**src/rtl/vm_pkg.sv**
```systemverilog
// ---------------------------------------------------------------------------
// vm_pkg: shared definitions for the multi-channel vending machine.
//   state_t        controller state encoding (IDLE, LOAD, CALC, OUT)
//   N_COIN         number of change denominations
//   DENOM          denominations, largest first (greedy change order)
//   is_legal_coin  true when a coin value matches one of DENOM
// ---------------------------------------------------------------------------
package vm_pkg;

    typedef enum logic [1:0] {
        ST_IDLE = 2'd0,
        ST_LOAD = 2'd1,
        ST_CALC = 2'd2,
        ST_OUT  = 2'd3
    } state_t;

    localparam int N_COIN = 5;
    localparam int DENOM [N_COIN] = '{50, 20, 10, 5, 1};

    function automatic logic is_legal_coin(input logic [5:0] coin);
        logic legal;
        legal = 1'b0;
        for (int i = 0; i < N_COIN; i++)
            if ({26'd0, coin} == DENOM[i]) legal = 1'b1;
        return legal;
    endfunction

endpackage

```
**src/rtl/vm_change_calc.sv**
```systemverilog
// ---------------------------------------------------------------------------
// vm_change_calc: one greedy change step.
//   remain       in   BAL_W   amount still to be paid out
//   idx          in   IDX_W   denomination index into DENOM
//   count        out  CONS_W  coins of DENOM[idx] to pay
//   next_remain  out  BAL_W   amount left after paying those coins
// Each branch divides by a constant, so no general divider is built; idx only
// selects which constant-divider result is forwarded.
// ---------------------------------------------------------------------------
module vm_change_calc
    import vm_pkg::*;
#(
    parameter int BAL_W  = 9,
    parameter int CONS_W = 4,
    parameter int IDX_W  = 3
) (
    input  logic [BAL_W-1:0]  remain,
    input  logic [IDX_W-1:0]  idx,
    output logic [CONS_W-1:0] count,
    output logic [BAL_W-1:0]  next_remain
);

    always_comb begin
        count       = '0;
        next_remain = remain;
        for (int i = 0; i < N_COIN; i++) begin
            if (idx == IDX_W'(i)) begin
                count       = CONS_W'(remain / BAL_W'(DENOM[i]));
                next_remain = remain % BAL_W'(DENOM[i]);
            end
        end
    end

endmodule

```
**src/rtl/vm_multi_channel.sv**
```systemverilog
// ---------------------------------------------------------------------------
// vm_multi_channel: parametrised vending-machine controller.
// Programs item prices, accumulates coins, serves buy / return requests,
// pays change greedily over vm_pkg::DENOM and streams a result frame.
//
// Ports
//   clk, rst        clock (rising edge), asynchronous active-high reset
//   in_item_valid   price-load beat;  in_item_price / in_item_stock its data
//   in_coin_valid   coin strobe;      in_coin its value
//   in_buy_item     buy request item code (0 = none)
//   in_rtn_coin     return-coins request
//   out_monitor     current balance
//   out_consumer    frame data: item code, then coin counts largest first
//   out_sell_num    frame data: sold count of item k+1 on beat k
//   out_valid       frame beat valid
//
// Optional feature: define VM_STOCK_EN for per-item stock tracking.
// ---------------------------------------------------------------------------
module vm_multi_channel
    import vm_pkg::*;
#(
    parameter int N_ITEMS = 6,
    parameter int PRICE_W = 5,
    parameter int BAL_W   = 9,
    parameter int CNT_W   = 6,
    parameter int CONS_W  = 4,
    parameter int STOCK_W = 4
) (
    input  logic               clk,
    input  logic               rst,
    input  logic               in_item_valid,
    input  logic [PRICE_W-1:0] in_item_price,
    input  logic [STOCK_W-1:0] in_item_stock,
    input  logic               in_coin_valid,
    input  logic [5:0]         in_coin,
    input  logic [2:0]         in_buy_item,
    input  logic               in_rtn_coin,
    output logic [BAL_W-1:0]   out_monitor,
    output logic [CONS_W-1:0]  out_consumer,
    output logic [CNT_W-1:0]   out_sell_num,
    output logic               out_valid
);

    localparam int FRAME_LEN = (N_ITEMS > N_COIN + 1) ? N_ITEMS : N_COIN + 1;
    localparam int STEP_W    = $clog2(FRAME_LEN + 1);
    localparam logic [STEP_W-1:0] LAST_LOAD = STEP_W'(N_ITEMS - 1);
    localparam logic [STEP_W-1:0] LAST_CALC = STEP_W'(N_COIN - 1);
    localparam logic [STEP_W-1:0] FRAME_END = STEP_W'(FRAME_LEN);
    localparam logic [2:0]        MAX_CODE  = 3'(N_ITEMS);

    state_t             state;
    logic [BAL_W-1:0]   balance;
    logic [BAL_W-1:0]   remain;
    // One counter serves as load beat index, calc denomination index and
    // output beat index; the states never overlap.
    logic [STEP_W-1:0]  step;
    logic [STEP_W-1:0]  step_m1;
    logic [2:0]         code;
    logic [PRICE_W-1:0] price    [N_ITEMS];
    logic [CNT_W-1:0]   sold     [N_ITEMS];
    logic [CONS_W-1:0]  coin_cnt [N_COIN];

    logic [2:0]         buy_idx;
    logic               buy_legal;
    logic               buy_ok;
    logic [BAL_W-1:0]   item_price;
    logic [BAL_W:0]     coin_sum;
    logic [CONS_W-1:0]  calc_count;
    logic [BAL_W-1:0]   calc_next;
    logic [CONS_W-1:0]  beat_cons;
    logic [CNT_W-1:0]   beat_sell;

    assign buy_idx    = in_buy_item - 3'd1;
    assign buy_legal  = (in_buy_item != 3'd0) && (in_buy_item <= MAX_CODE);
    assign item_price = BAL_W'(price[buy_idx]);
    assign coin_sum   = {1'b0, balance} + (BAL_W+1)'(in_coin);
    assign step_m1    = step - STEP_W'(1);
    assign out_monitor = balance;

`ifdef VM_STOCK_EN
    logic [STOCK_W-1:0] stock [N_ITEMS];
    assign buy_ok = (balance >= item_price) && (stock[buy_idx] != '0);
`else
    logic unused_stock;
    assign unused_stock = ^in_item_stock;
    assign buy_ok = balance >= item_price;
`endif

    vm_change_calc #(
        .BAL_W (BAL_W),
        .CONS_W(CONS_W),
        .IDX_W (STEP_W)
    ) u_calc (
        .remain     (remain),
        .idx        (step),
        .count      (calc_count),
        .next_remain(calc_next)
    );

    // Frame beat contents: code, then coin counts, then zeros; sold counts
    // run alongside for the first N_ITEMS beats.
    always_comb begin
        beat_cons = '0;
        beat_sell = '0;
        if (step == '0)
            beat_cons = CONS_W'(code);
        else if (step <= STEP_W'(N_COIN))
            beat_cons = coin_cnt[step_m1];
        if (step < STEP_W'(N_ITEMS))
            beat_sell = sold[step];
    end

    always_ff @(posedge clk or posedge rst) begin
        if (rst) begin
            state        <= ST_IDLE;
            balance      <= '0;
            remain       <= '0;
            step         <= '0;
            code         <= '0;
            out_valid    <= 1'b0;
            out_consumer <= '0;
            out_sell_num <= '0;
            for (int i = 0; i < N_ITEMS; i++) begin
                price[i] <= '0;
                sold[i]  <= '0;
`ifdef VM_STOCK_EN
                stock[i] <= '0;
`endif
            end
            for (int i = 0; i < N_COIN; i++) coin_cnt[i] <= '0;
        end else begin
            case (state)
                ST_IDLE: begin
                    if (in_item_valid) begin
                        // The beat seen in IDLE is load beat 0.
                        price[0] <= in_item_price;
`ifdef VM_STOCK_EN
                        stock[0] <= in_item_stock;
`endif
                        for (int i = 0; i < N_ITEMS; i++) sold[i] <= '0;
                        balance <= '0;
                        step    <= STEP_W'(1);
                        state   <= (N_ITEMS > 1) ? ST_LOAD : ST_IDLE;
                    end else if (in_buy_item != 3'd0) begin
                        // Out-of-range codes are dropped along with any
                        // lower-priority request in the same cycle.
                        if (buy_legal) begin
                            step  <= '0;
                            state <= ST_CALC;
                            if (buy_ok) begin
                                remain  <= balance - item_price;
                                balance <= '0;
                                code    <= in_buy_item;
                                if (sold[buy_idx] != '1)
                                    sold[buy_idx] <= sold[buy_idx] + 1'b1;
`ifdef VM_STOCK_EN
                                stock[buy_idx] <= stock[buy_idx] - 1'b1;
`endif
                            end else begin
                                remain <= '0;
                                code   <= 3'd0;
                            end
                        end
                    end else if (in_rtn_coin) begin
                        remain  <= balance;
                        balance <= '0;
                        code    <= 3'd0;
                        step    <= '0;
                        state   <= ST_CALC;
                    end else if (in_coin_valid && is_legal_coin(in_coin)) begin
                        balance <= coin_sum[BAL_W] ? '1 : coin_sum[BAL_W-1:0];
                    end
                end

                ST_LOAD: begin
                    if (in_item_valid) begin
                        price[step] <= in_item_price;
`ifdef VM_STOCK_EN
                        stock[step] <= in_item_stock;
`endif
                        step <= step + 1'b1;
                        if (step == LAST_LOAD) state <= ST_IDLE;
                    end else begin
                        state <= ST_IDLE;
                    end
                end

                ST_CALC: begin
                    coin_cnt[step] <= calc_count;
                    remain         <= calc_next;
                    if (step == LAST_CALC) begin
                        step  <= '0;
                        state <= ST_OUT;
                    end else begin
                        step <= step + 1'b1;
                    end
                end

                ST_OUT: begin
                    // Outputs are registered, so the final step only clears
                    // them; beat k is visible the cycle after step == k.
                    if (step == FRAME_END) begin
                        out_valid    <= 1'b0;
                        out_consumer <= '0;
                        out_sell_num <= '0;
                        step         <= '0;
                        state        <= ST_IDLE;
                    end else begin
                        out_valid    <= 1'b1;
                        out_consumer <= beat_cons;
                        out_sell_num <= beat_sell;
                        step         <= step + 1'b1;
                    end
                end

                default: state <= ST_IDLE;
            endcase
        end
    end

endmodule

```
**config.mk**
```make
export PLATFORM = sky130hd
export DESIGN_NAME = vm_multi_channel
export DESIGN_NICKNAME = d
export VERILOG_FILES = /design/src/rtl/vm_pkg.sv /design/src/rtl/vm_change_calc.sv /design/src/rtl/vm_multi_channel.sv
export SDC_FILE = /design/constraint.sdc
export NUM_CORES = 1
export LEC_CHECK = 0
export BUFFER_PORTS_ARGS = -buffer_cell sky130_fd_sc_hd__buf_2
export CAP_MARGIN = 5
export CORE_MARGIN = 3
export CORE_UTILIZATION = 65
export CTS_CLUSTER_DIAMETER = 120
export DETAILED_ROUTE_END_ITERATION = 10
export HOLD_SLACK_MARGIN = 0.03
export PLACE_DENSITY_LB_ADDON = 0.3
export SYNTH_ARGS = -nofsm -noshare
export SYNTH_HDL_FRONTEND = slang
export SYNTH_HIERARCHICAL = 1
export SYNTH_SLANG_ARGS = --single-unit
```
**constraint.sdc**
```tcl
create_clock -name clk -period 12.5 [get_ports clk]
set_clock_uncertainty 0.1 [all_clocks]
set_input_delay 2.5 -clock clk [delete_from_list [all_inputs] [get_ports clk]]
set_output_delay 2.5 -clock clk [all_outputs]
set_load 0.01 [all_outputs]
```
==> impl_metrics.env <==
export IMPL_layout_common_cells="123 x dfrtp_1, 109 x nand2_1, 87 x nor2_1"
export IMPL_leakage_nw=4.42
export IMPL_ios=43
export IMPL_dp_hpwl_um=18600
export IMPL_final_common_cell="dfrtp_1"
export IMPL_cts_root_buf="clkbuf_16"
export IMPL_firstDrtPassIters=6
export IMPL_initial_core_util_pct=67.6
export IMPL_coreArea_mm2=0.0148
export IMPL_fillCellCount=1103
export IMPL_multi_input_area_mm2=0.00629
export IMPL_ys_seq_area_share_pct=30.8
export IMPL_reg2reg_from="remain[5]"
export IMPL_crit_type="in -> reg"
export IMPL_cp_slowest_stage_delay_ns=0.68
export IMPL_cap_violations=0
export IMPL_critPathArrivalTime_ns=7.91
export IMPL_num_vias=9355
export IMPL_relSlewSlack_pct=26.2
export IMPL_crit_path_frequent_cell="ha_1"
export IMPL_synth_nets=1193
export IMPL_die_h_um=130
export IMPL_wl_per_cell_um=20.8
export IMPL_finalPower_mw=3.00
export IMPL_final_net_count=1182
export IMPL_synth_area_mm2=0.00998
export IMPL_setup_viol=0
export IMPL_drive_gt1_share_pct=17.1
export IMPL_status="finished clean"
export IMPL_wl_um=27600
export IMPL_hold_path_end="out_valid"
export IMPL_synth_cell_types=100
export IMPL_min_delay_start="out_valid"
export IMPL_routabilityCongestion=0.964
export IMPL_clock_path_buffers=2
export IMPL_final_hold_violation_count=0
export IMPL_rsz0062_at_grt="no"
export IMPL_powerDensity_mw_per_mm2=281
export IMPL_dieArea_mm2=0.0169
export IMPL_grt_overflow=0
export IMPL_cp_slowest_cell="or4b_1"
export IMPL_grt_pass1_wl_um=44800
export IMPL_min_delay_path_class="reg -> reg"
export IMPL_crit_fanout=29
export IMPL_synth_flop_cell="dfrtp_1"
export IMPL_cts_resized=0
export IMPL_finalCritPeriodShare_pct=61.3
export IMPL_grt_use_total_pct=33.1
export IMPL_clk_latency_ns=0.42
export IMPL_antenna_cells=0
export IMPL_first_global_vias=8707
export IMPL_holdPathStages=2
export IMPL_cts_hold_buffers_added=0
export IMPL_post_drt_via_cell_ratio=7.05
export IMPL_tightest_slew_ns=1.10
export IMPL_ir_worst_vdd_mv=0.163
export IMPL_regToRegSetupSlack_ns=6.96
export IMPL_end_kind="flip-flop"
export IMPL_clk_pin_slew_ns=0.06
export IMPL_synth_enable_flop_cells=0
export IMPL_port_buffers=38
export IMPL_grt_max_degree=88
export IMPL_drt_iter0_markers=1113
export IMPL_tritoncts="done"
export IMPL_synthArstFlopShare_pct=100
export IMPL_synthCells=1142
export IMPL_antenna_found_initial=0
export IMPL_yosys_warnings=6
export IMPL_startpoint_type="primary input"
export IMPL_ctsHtreeMaxLevel=4
export IMPL_synth_seq_cells=123
export IMPL_synth_area_per_cell_um2=8.74
export IMPL_r2r_cells=18
export IMPL_worst_r2r_endpoint="coin_cnt[4]"
export IMPL_syn_to_final_growth_pct=6.97
export IMPL_drc_errors=0
export IMPL_cts_buffers=17
export IMPL_seq_area_mm2=0.00308
export IMPL_setup_tns_ns=0
export IMPL_cp_required_ns=12.74
export IMPL_antenna_left=0
export IMPL_period_minus_slack_ns=7.66
export IMPL_fp_dieW_um=130
export IMPL_max_freq_mhz=131
export IMPL_post_cts_buffers=0
export IMPL_path_cells="buf_2, inv_1, ha_1, xor2_2, buf_4, nand2_1, nor2_1, a22o_1, a21oi_1, ha_1, nand3_1, o211ai_1, nand4_1, a21oi_4, or4b_1, o2bb2ai_2"
export IMPL_std_cell_rows=44
export IMPL_cts_sinks=123
export IMPL_drv_slew=0
==> kinds of logic after synthesis <==
group | after synthesis | share of synthesized area, %
AND/OR/NAND/NOR | 377 | 18.7
AO/OA/AOI/OAI | 371 | 26.6
flip-flops | 123 | 30.8
buffers and inverters | 119 | 6.11
multiplexers | 94 | 11.3
XOR/XNOR | 30 | 2.78
adder cells (fa/ha/maj) | 28 | 3.66
==> routing by layer <==
layer	wire length [um]	track usage (%)	vias to the layer above	share of wire, %
li1	-	-	4267	-
met1	11500	45.9	4537	42
met2	13200	52.8	495	48
met3	2350	6.75	56	8.5
met4	541	9.78	0	2.0
met5	0	0	-	0
==> where the power goes <==
| part | internal (mW) | switching [mW] |
|---|---|---|
| clock network | 0.340 | 0.189 |
| logic | 0.681 | 1.18 |
| registers | 0.517 | 0.0990 |
==> per-stage QoR <==
stage	setup slack [ns]	hold WS [ns]	utilization [%]	std cells	area, um2
final	4.84	0.376	72.3	1327	10700
after global routing	4.46	0.397	72.3	1327	10700
after CTS	4.94	0.385	72.3	1327	10700
after detailed placement	4.58	0.363	68.1	1296	10000
after global placement	4.69	0.358	68.1	1296	10000
after floorplan	4.78	0.366	-	1142	9980
==> synthesized netlist by cell type, drive strengths merged, types with 7 or more instances <==
master / count / share of area (%)
dfrtp: 123 / 31
nand2: 109 / 4.1
nor2: 87 / 3.3
a21oi: 84 / 4.4
o21ai: 73 / 3.7
mux2: 60 / 6.8
clkbuf: 46 / 1.7
buf: 38 / 3.1
nand3: 38 / 1.9
o2bb2ai: 33 / 3.3
inv: 31 / 1.2
nor3: 31 / 1.7
ha: 26 / 3.3
o22ai: 26 / 1.7
mux2i: 25 / 2.5
nor2b: 21 / 1.4
xnor2: 21 / 1.9
nand2b: 16 / 1.0
a31oi: 14 / 0.88
a22oi: 13 / 1.0
o211ai: 12 / 1.0
o31ai: 12 / 0.95
or3: 12 / 0.80
o221ai: 11 / 1.1
nand4: 10 / 0.63
nor4: 10 / 0.63
a221oi: 9 / 0.98
a22o: 9 / 0.79
mux4: 9 / 2.0
xor2: 9 / 0.87
nand3b: 8 / 0.60
a21o: 7 / 0.53
==> registers in the layout, summed over array words and instances (netlist names) <==
register and flops:
out_consumer 4, out_valid 1, remain 9, sold 36, price 30, coin_cnt 20
step 3, out_monitor 9, state 2, out_sell_num 6, code 3
==> critical path, delay by kind of cell <==
kind / cells / cell delay, ns
simple gates: 5 / 1.45
buf+inv: 3 / 1.31
compound gates: 5 / 1.43
fa+ha+maj: 2 / 0.75
xor+xnor: 1 / 0.45
==> layout make-up <==
| type | instances | share of cell area [%] |
|---|---|---|
| multi-input combinational | 900 | 58.9 |
| sequential | 123 | 28.8 |
| clock buffer | 18 | 4.11 |
| timing repair buffer | 54 | 2.91 |
| tap | 184 | 2.16 |
| clock inverter | 13 | 1.79 |
| inverter | 35 | 1.25 |
==> worst max-delay path by stage <==
stage                   startpoint       end  slack [ns]  cells past startpoint
CTS                 in_buy_item[0]  sold[27]        4.94                     16
detailed placement  in_buy_item[0]  sold[33]        4.58                     16
floorplan           in_buy_item[0]  sold[33]        4.78                     20
global placement    in_buy_item[0]  sold[33]        4.69                     16
global route        in_buy_item[0]  sold[27]        4.46                     16
finish              in_buy_item[0]  sold[27]        4.84                     16
No activity file was read; power rests on OpenSTA's default activity.
